$ cat src/rtl/status_register_if.sv
// status_register_if: ALU-side, control-side and flag-output signals of the P register stage
//   master drives en, ALU operands/result/carry, update strobes, flag_op, p_load/p_in, irq_entry,
//   push_brk and branch select; slave returns p, p_push, carry_to_alu and br_taken.
interface status_register_if;
  logic       en;
  logic [7:0] alu_a;
  logic [7:0] alu_b;
  logic [7:0] alu_y;
  logic       alu_carry;
  logic       alu_sub;
  logic       upd_nz;
  logic       upd_c;
  logic       upd_v;
  logic       bit_mode;
  logic [2:0] flag_op;
  logic       p_load;
  logic [7:0] p_in;
  logic       irq_entry;
  logic       push_brk;
  logic [1:0] br_sel;
  logic       br_val;
  logic [7:0] p;
  logic [7:0] p_push;
  logic       carry_to_alu;
  logic       br_taken;
  modport master (
    output en, alu_a, alu_b, alu_y, alu_carry, alu_sub, upd_nz, upd_c, upd_v, bit_mode,
           flag_op, p_load, p_in, irq_entry, push_brk, br_sel, br_val,
    input  p, p_push, carry_to_alu, br_taken
  );
  modport slave (
    input  en, alu_a, alu_b, alu_y, alu_carry, alu_sub, upd_nz, upd_c, upd_v, bit_mode,
           flag_op, p_load, p_in, irq_entry, push_brk, br_sel, br_val,
    output p, p_push, carry_to_alu, br_taken
  );
endinterface

$ cat src/rtl/status_register.sv
// status_register: 6502 P register fed by the ALU; derives N/Z/C/V, runs flag ops, PLP/RTI and IRQ entry
//   clk, rst: clock and synchronous active-high reset
//   bus (slave): ALU result/operands, update controls, stacked P in; p, p_push, carry_to_alu, br_taken out
module status_register #(
  parameter logic [7:0] RESET_P = 8'h24
) (
  input logic           clk,
  input logic           rst,
  status_register_if.slave bus
);
  logic n_q, v_q, d_q, i_q, z_q, c_q;
  logic n_d, v_d, d_d, i_d, z_d, c_d;
  logic ovf, y_zero;
  logic [3:0] br_f;
  // Overflow: result sign differs from a, with operand signs equal for ADD and different for SUB.
  assign ovf    = (bus.alu_y[7] ^ bus.alu_a[7]) & ((bus.alu_a[7] ^ bus.alu_b[7]) == bus.alu_sub);
  assign y_zero = bus.alu_y == 8'h00;
  always_comb begin
    n_d = bus.p_load ? bus.p_in[7] :
          bus.bit_mode ? bus.alu_b[7] :
          bus.upd_nz ? bus.alu_y[7] : n_q;
    v_d = bus.p_load ? bus.p_in[6] :
          bus.flag_op == 3'd5 ? 1'b0 :
          bus.bit_mode ? bus.alu_b[6] :
          bus.upd_v ? ovf : v_q;
    d_d = bus.p_load ? bus.p_in[3] :
          bus.flag_op == 3'd6 ? 1'b0 :
          bus.flag_op == 3'd7 ? 1'b1 : d_q;
    i_d = bus.irq_entry ? 1'b1 :
          bus.p_load ? bus.p_in[2] :
          bus.flag_op == 3'd3 ? 1'b0 :
          bus.flag_op == 3'd4 ? 1'b1 : i_q;
    z_d = bus.p_load ? bus.p_in[1] :
          (bus.bit_mode | bus.upd_nz) ? y_zero : z_q;
    c_d = bus.p_load ? bus.p_in[0] :
          bus.flag_op == 3'd1 ? 1'b0 :
          bus.flag_op == 3'd2 ? 1'b1 :
          bus.upd_c ? bus.alu_carry : c_q;
  end
  always_ff @(posedge clk) begin
    if (rst) begin
      {n_q, v_q, d_q, i_q, z_q, c_q} <= {RESET_P[7:6], RESET_P[3:0]};
    end else if (bus.en) begin
      {n_q, v_q, d_q, i_q, z_q, c_q} <= {n_d, v_d, d_d, i_d, z_d, c_d};
    end
  end
  assign br_f             = {z_q, c_q, v_q, n_q};
  assign bus.p            = {n_q, v_q, 2'b10, d_q, i_q, z_q, c_q};
  assign bus.p_push       = {n_q, v_q, 1'b1, bus.push_brk, d_q, i_q, z_q, c_q};
  assign bus.carry_to_alu = c_q;
  assign bus.br_taken     = br_f[bus.br_sel] == bus.br_val;
endmodule

$ cat src/flat_wrapper.sv
// flat-port wrapper written by rule: the top's interface ports become plain ports
module status_register_flat 
#(
  parameter logic [7:0] RESET_P = 8'h24
)
  (clk, rst, bus_en, bus_alu_a, bus_alu_b, bus_alu_y, bus_alu_carry, bus_alu_sub, bus_upd_nz, bus_upd_c, bus_upd_v, bus_bit_mode, bus_flag_op, bus_p_load, bus_p_in, bus_irq_entry, bus_push_brk, bus_br_sel, bus_br_val, bus_p, bus_p_push, bus_carry_to_alu, bus_br_taken);
  status_register_if bus_i ();
  input logic clk;
  input logic rst;
  input wire logic [$bits(bus_i.en)-1:0] bus_en;
  input wire logic [$bits(bus_i.alu_a)-1:0] bus_alu_a;
  input wire logic [$bits(bus_i.alu_b)-1:0] bus_alu_b;
  input wire logic [$bits(bus_i.alu_y)-1:0] bus_alu_y;
  input wire logic [$bits(bus_i.alu_carry)-1:0] bus_alu_carry;
  input wire logic [$bits(bus_i.alu_sub)-1:0] bus_alu_sub;
  input wire logic [$bits(bus_i.upd_nz)-1:0] bus_upd_nz;
  input wire logic [$bits(bus_i.upd_c)-1:0] bus_upd_c;
  input wire logic [$bits(bus_i.upd_v)-1:0] bus_upd_v;
  input wire logic [$bits(bus_i.bit_mode)-1:0] bus_bit_mode;
  input wire logic [$bits(bus_i.flag_op)-1:0] bus_flag_op;
  input wire logic [$bits(bus_i.p_load)-1:0] bus_p_load;
  input wire logic [$bits(bus_i.p_in)-1:0] bus_p_in;
  input wire logic [$bits(bus_i.irq_entry)-1:0] bus_irq_entry;
  input wire logic [$bits(bus_i.push_brk)-1:0] bus_push_brk;
  input wire logic [$bits(bus_i.br_sel)-1:0] bus_br_sel;
  input wire logic [$bits(bus_i.br_val)-1:0] bus_br_val;
  output wire logic [$bits(bus_i.p)-1:0] bus_p;
  output wire logic [$bits(bus_i.p_push)-1:0] bus_p_push;
  output wire logic [$bits(bus_i.carry_to_alu)-1:0] bus_carry_to_alu;
  output wire logic [$bits(bus_i.br_taken)-1:0] bus_br_taken;
  assign bus_i.en = bus_en;
  assign bus_i.alu_a = bus_alu_a;
  assign bus_i.alu_b = bus_alu_b;
  assign bus_i.alu_y = bus_alu_y;
  assign bus_i.alu_carry = bus_alu_carry;
  assign bus_i.alu_sub = bus_alu_sub;
  assign bus_i.upd_nz = bus_upd_nz;
  assign bus_i.upd_c = bus_upd_c;
  assign bus_i.upd_v = bus_upd_v;
  assign bus_i.bit_mode = bus_bit_mode;
  assign bus_i.flag_op = bus_flag_op;
  assign bus_i.p_load = bus_p_load;
  assign bus_i.p_in = bus_p_in;
  assign bus_i.irq_entry = bus_irq_entry;
  assign bus_i.push_brk = bus_push_brk;
  assign bus_i.br_sel = bus_br_sel;
  assign bus_i.br_val = bus_br_val;
  assign bus_p = bus_i.p;
  assign bus_p_push = bus_i.p_push;
  assign bus_carry_to_alu = bus_i.carry_to_alu;
  assign bus_br_taken = bus_i.br_taken;
  status_register #(.RESET_P(RESET_P)) u_core (.clk(clk), .rst(rst), .bus(bus_i));
endmodule
$ cat config.mk
export PLATFORM = sky130hd
export DESIGN_NAME = status_register_flat
export DESIGN_NICKNAME = d
export VERILOG_FILES = /design/src/rtl/status_register_if.sv /design/src/rtl/status_register.sv /design/src/flat_wrapper.sv
export SDC_FILE = /design/constraint.sdc
export NUM_CORES = 1
export LEC_CHECK = 0
export ABC_CLOCK_PERIOD_IN_PS = 1200
export CAP_MARGIN = 10
export CORE_MARGIN = 4
export CORE_UTILIZATION = 28
export DETAILED_ROUTE_END_ITERATION = 8
export GPL_ROUTABILITY_DRIVEN = 0
export PLACE_DENSITY = 0.9
export SYNTH_ARGS = -nofsm -noshare
export SYNTH_HDL_FRONTEND = slang
export SYNTH_SLANG_ARGS = --single-unit
$ cat constraint.sdc
create_clock -name clk -period 1.2 [get_ports clk]
set_input_delay 0.24 -clock clk [delete_from_list [all_inputs] [get_ports clk]]
set_output_delay 0.24 -clock clk [all_outputs]
set_load 0.03 [all_outputs]
==> impl_metrics.csv, run 1 <==
group,metric,value,unit
sta,rsz0062_at_grt,"yes",
critical_path,crit_slowest_cell,"mux4_2",
status,status,"complete, but fails checks",
placed_design,hpwlAfterDp,1720,um
die,die_w,55.2,um
global_route,grt_max_degree,8,
sta,drv_slew,0,
die,start_util,0.306,
detailed_routing,drtIter0Drc,6,
finish,final_area,0.00111,sq mm
clock_network,cts.sinks,6,
critical_path,cp.depth,3,
die,num_rows,16,
global_route,grt_antenna_before_repair,0,
clock_network,cts-hold-fix-buffers,0,
critical_path,reg2reg_slack,0.31,ns
critical_path,worstReg2RegEnd,"u_core.bus.carry_to_alu",
clock_network,cts_tree,"done",
critical_path,critical_path.top_delay_family,"multiplexers",
clock_network,htree_levels,1,
sta,setup_viol,1,
global_route,grt_pass1_vias,691,
placed_design,place_area,0.00107,sq mm
die,pin_count,68,
logic_synthesis,ys_seq_area_frac,0.192,
global_route,track_usage,0.130,
pwr,ir_drop,304,uV
critical_path,cp-startpoint,"u_core.bus.carry_to_alu",
detailed_routing,viasPerCell,4.62,
critical_path,max_stage_delay,0.51,ns
logic_synthesis,synth.most_common_cell,"buf_4",
detailed_routing,ant_nets,0,
logic_synthesis,ys.flop_type,"dfxtp_1",
clock_network,cts_setup_buffers,0,
detailed_routing,drt_pass1_iterations,3,
finish,diodes,0,
logic_synthesis,synth_common_cells,"buf_4, dfxtp_1, mux2i_1",
sta,finalCritPeriodShare,1.38,
min_path,hp-class,"input pin to flip-flop",
critical_path,worstReg2RegStart,"u_core.bus.carry_to_alu",
logic_synthesis,syn_area_per_cell,8.22,sq um
detailed_routing,wl_per_cell,12.8,um
logic_synthesis,synth_top_area_share,0.192,
detailed_routing,drc,0,
logic_synthesis,synth_warnings,0,
critical_path,crit_fanout,2,
logic_synthesis,synth_edf_count,0,
finish,synthToLayoutAreaGrowth,78.6,%
critical_path,cp_num_buf_inv,1,
clock_network,cts_buffers,3,
finish,fillers,199,
clock_network,clk_pin_slew,0.05,ns
sta,finalCriticalPeriod,1.65,ns
clock_network,root_buffer,"clkbuf_4",
critical_path,cp-endpoint,"bus_br_taken",
critical_path,cp_cell_sequence,"mux4_2 > xnor2_4 > buf_6",
logic_synthesis,synthArstFlopShare,0,
pwr,total_power,0.000847,W
pwr,p_per_area,759,mW/mm^2
logic_synthesis,yosys.area.top_type,"dfxtp_1",
sta,setup_tns,-0.453,ns
sta,hold_violations,0,
global_route,grt_overflow,0,
critical_path,worstPathRequired,0.96,ns
logic_synthesis,synthTopCellsByArea,"dfxtp_1, buf_4, mux2i_1, xnor2_1, mux4_2",
logic_synthesis,synth_cell_types,34,
clock_network,clk-insertion-delay-late,0.26,ns
critical_path,end_kind,"output port",
critical_path,cp_data_arrival_time,1.41,ns
die,fp.dieH,55.2,um
placed_design,dp.cells,145,
global_route,grt_pass1_wl,3150,um
clock_network,cts.path.max_buffers,2,
detailed_routing,via_count,689,
run,maxCapViolCount,0,
critical_path,worstSetupPathType,"flip-flop to output port",
logic_synthesis,synth.cell_area,624,sq um
finish,final_cells,149,
logic_synthesis,synth-seq-cells,6,
detailed_routing,drt-total-wl,1910,um
sta,timing.final.ws_setup,-0.453,ns
sta,fin_skew,0,ns
die,dieArea,0.00305,sq mm
logic_synthesis,netlist_instances,76,
status,violations,"setup timing",
finish,nets,173,
critical_path,ff2ff_path_depth,3,
die,fp.coreArea,0.00204,sq mm
placed_design,placement.io_buffers,47,
sta,fmax,605,MHz
critical_path,crit_path_start_kind,"flip-flop",
pwr,leakage,0.503,nW
finish,drive_above_1_share,0.287,
==> per-layer routing <==
layer,share of wire,up-vias,GRT usage
met1,0.35,308,0.125
met2,0.53,32,0.231
li1,-,344,-
met4,0.031,0,0.0938
met3,0.087,5,0.0396
met5,0,-,0
==> repair_timing <==
| item | in CTS | in global routing |
|---|---|---|
| endpoints found under the setup margin | 7 | 3 |
| resized for setup | 10 | 4 |
| hold endpoints to repair | 0 | 0 |
| pin swaps | 2 | 1 |
==> power breakdown <==
part	internal, W	leakage (nW)	switching [W]
combinational	0.000220	0.438	0.000195
sequential	0.000213	0.0501	0.00000754
clock	0.000127	0.0150	0.0000853
total	0.000559	0.503	0.000287
==> registers in the layout, indices dropped and copies added, names as in the netlist <==
| signal | count |
|---|---|
| u_core.bus.carry_to_alu | 1 |
| u_core.d_q | 1 |
| u_core.i_q | 1 |
| u_core.n_q | 1 |
| u_core.v_q | 1 |
| u_core.z_q | 1 |
==> through the flow <==
stage | util | hold slack [ns] | setup WS [ns]
2_1_floorplan | - | 0.312 | -0.218
3_3_place_gp | 0.525 | 0.480 | -0.660
3_5_place_dp | 0.525 | 0.480 | -0.701
4_1_cts | 0.539 | 0.480 | -0.470
5_1_grt | 0.546 | 0.430 | -0.508
6_report | 0.546 | 0.408 | -0.453
==> cell type report <==
class | count | area (sq um) | share of cell area
sequential | 6 | 124 | 0.111
timing repair buffer | 58 | 520 | 0.467
clock buffer | 4 | 26.3 | 0.0236
tap | 27 | 33.8 | 0.0303
inverter | 3 | 11.3 | 0.0101
multi-input combinational | 51 | 399 | 0.358
==> cell families (layout without fill, tap and decap cells) <==
group                  after synthesis  count (layout)  synth area share
AO/OA/AOI/OAI                       20              20             0.228
multiplexers                         7               7             0.134
other                                2               3            0.0120
buffers and inverters               20              65             0.228
AND/OR/NAND/NOR                     18              18             0.162
XOR/XNOR                             3               3            0.0421
flip-flops                           6               6             0.192
==> worst min-delay path, cell delays in order <==
cell and delay, ns:
dlymetal6s2s_1 0.15, nor3_2 0.06, nand3_1 0.09, a221oi_2 0.06
==> how the worst min path moves through the flow <==
stage | from | endpoint | slack (ns) | cells past startpoint
2_1_floorplan | rst | u_core.d_q | 0.31 | 1
3_3_place_gp | bus_push_brk | bus_p_push[4] | 0.48 | 0
3_5_place_dp | bus_push_brk | bus_p_push[4] | 0.48 | 0
4_1_cts | bus_push_brk | bus_p_push[4] | 0.48 | 0
5_1_grt | bus_en | u_core.d_q | 0.43 | 2
6_report | bus_alu_y[7] | u_core.z_q | 0.41 | 4
==> layout by cell type (no fill, tap or decap), types with 2 or more instances in the layout <==
master	n
nor2_1	4
nand2b_1	3
mux2i_1	5
o21ai_0	2
buf_4	24
nand2_1	2
xnor2_1	2
nand3b_1	2
dlymetal6s2s_1	3
dlygate4sd2_1	7
clkdlybuf4s50_1	23
clkbuf_4	3
inv_1	3
o21ai_1	3
conb_1	3
a21oi_1	3
dfxtp_1	5
nor3_1	2
Note: power is estimated with default switching activity, not from simulation.
==> run 2: changes to the inputs <==
--- a/config.mk
+++ b/config.mk
@@ -6,7 +6,7 @@
 export NUM_CORES = 1
 export LEC_CHECK = 0
 export ABC_CLOCK_PERIOD_IN_PS = 1200
-export CAP_MARGIN = 10
+export CAP_MARGIN = 20
 export CORE_MARGIN = 4
 export CORE_UTILIZATION = 28
 export DETAILED_ROUTE_END_ITERATION = 8
==> results of run 2 <==
Same layout as run 1: the final DEF is identical, and so are final timing and power.
==> run 3: changes to the inputs <==
--- a/config.mk
+++ b/config.mk
@@ -15,3 +15,4 @@
 export SYNTH_ARGS = -nofsm -noshare
 export SYNTH_HDL_FRONTEND = slang
 export SYNTH_SLANG_ARGS = --single-unit
+export TNS_END_PERCENT = 1
==> impl_metrics.csv, run 3 (same netlist as run 1, synthesis figures left out) <==
group,metric,value,unit
status,status,"complete, but fails checks",
status,violations,"setup timing",
sta,fmax,605,MHz
die,die_w,55.2,um
run,maxCapViolCount,0,
die,num_rows,16,
finish,final_area,0.00112,sq mm
finish,multi_input_area,399,sq um
die,fp.coreArea,0.00204,sq mm
finish,final_common_cell,"buf_4",
sta,rsz0062_at_grt,"yes",
placed_design,pre_cts_ws,-0.701,ns
finish,nets,173,
clock_network,root_buffer,"clkbuf_4",
detailed_routing,wl_per_cell,13.0,um
detailed_routing,viasPerCell,4.69,
clock_network,clk_pin_slew,0.05,ns
detailed_routing,drt_pass1_iterations,4,
clock_network,htree_levels,1,
finish,mostFrequentLayoutCells,"buf_4, clkdlybuf4s50_1, dlygate4sd2_1",
pwr,leakage,0.511,nW
global_route,grt_antenna_before_repair,0,
global_route,grt_use_met2,0.231,
clock_network,clk-insertion-delay-late,0.26,ns
global_route,grt_pass1_wl,3150,um
die,dieArea,0.00305,sq mm
clock_network,cts.sinks,6,
min_path,hp-class,"input pin to flip-flop",
finish,regArea,124,sq um
die,start_util,0.306,
sta,drv_slew,0,
detailed_routing,via_count,699,
finish,fillers,200,
finish,synthToLayoutAreaGrowth,79.2,%
placed_design,placement.io_buffers,47,
sta,whs,0.418,ns
global_route,track_usage,0.130,
critical_path,worstSetupPathType,"flip-flop to output port",
sta,timing.final.ws_setup,-0.453,ns
finish,drive_above_1_share,0.287,
clock_network,cts_tree,"done",
critical_path,crit_path_start_kind,"flip-flop",
detailed_routing,drtIter0Drc,5,
clock_network,cts_buffers,3,
global_route,grtUsageMet1,0.125,
finish,diodes,0,
sta,finalCriticalPeriod,1.65,ns
global_route,grt_max_degree,8,
sta,hold_violations,0,
global_route,grt_overflow,0,
placed_design,place_area,0.00107,sq mm
sta,finalCritPeriodShare,1.38,
clock_network,cts_setup_buffers,0,
critical_path,crit_fanout,2,
sta,fin_skew,0,ns
critical_path,worstPathRequired,0.96,ns
detailed_routing,drt-total-wl,1940,um
pwr,p_per_area,758,mW/mm^2
die,pin_count,68,
global_route,top_usage_layer,"met2",
global_route,met3_usage,0.0396,
critical_path,end_kind,"output port",
global_route,grt_pass1_vias,691,
detailed_routing,ant_nets,0,
die,fp.dieH,55.2,um
sta,setup_viol,1,
clock_network,cts.path.max_buffers,2,
placed_design,hpwlAfterDp,1720,um
critical_path,cp_data_arrival_time,1.41,ns
detailed_routing,drc,0,
pwr,ir_drop,301,uV
==> run 3: through the flow <==
stage	util	std cells	power, W	TNS [ns]
floorplan	-	77	0.000462	-0.218
global placement	0.525	145	0.000628	-2.65
detailed placement	0.525	145	0.000640	-2.85
CTS	0.540	149	0.000856	-0.499
global route	0.548	149	0.000896	-0.508
finish	0.548	149	0.000847	-0.453
==> run 3: final timing paths <==
path                            from  cells past startpoint                      end  slack (ns)
max          u_core.bus.carry_to_alu                      3             bus_br_taken       -0.45
min                     bus_alu_y[7]                      4               u_core.z_q        0.42
max reg2reg  u_core.bus.carry_to_alu                      3  u_core.bus.carry_to_alu        0.31
min reg2reg               u_core.d_q                      2               u_core.d_q        0.55
==> run 3: area by class of cell <==
type / count / share of cell area
timing repair buffer: 58 / 0.469
multi-input combinational: 51 / 0.357
sequential: 6 / 0.111
tap: 27 / 0.0302
clock buffer: 4 / 0.0235
inverter: 3 / 0.0101
==> run 3: timing repair <==
| action | 4_1_cts | 5_1_grt |
|---|---|---|
| hold buffers | 0 | 0 |
| endpoints found under the setup margin | 7 | 4 |
| pin swaps | 1 | 3 |
| gates resized for setup | 8 | 5 |
==> run 3: per-layer routing <==
layer,share of wire,vias up
met1,0.35,316
met2,0.53,34
met4,0.031,0
li1,-,344
met3,0.088,5
met5,0,-
==> run 3: critical path: stages (launching register included) <==
cell and delay, ns:
dfxtp_4 0.33, mux4_2 0.51, xnor2_4 0.16, buf_6 0.15
==> run 3: power by group <==
part	switching (W)	leakage, nW	internal [W]
clock	0.0000852	0.0150	0.000127
combinational	0.000195	0.446	0.000220
sequential	0.00000754	0.0501	0.000213
total	0.000287	0.511	0.000560
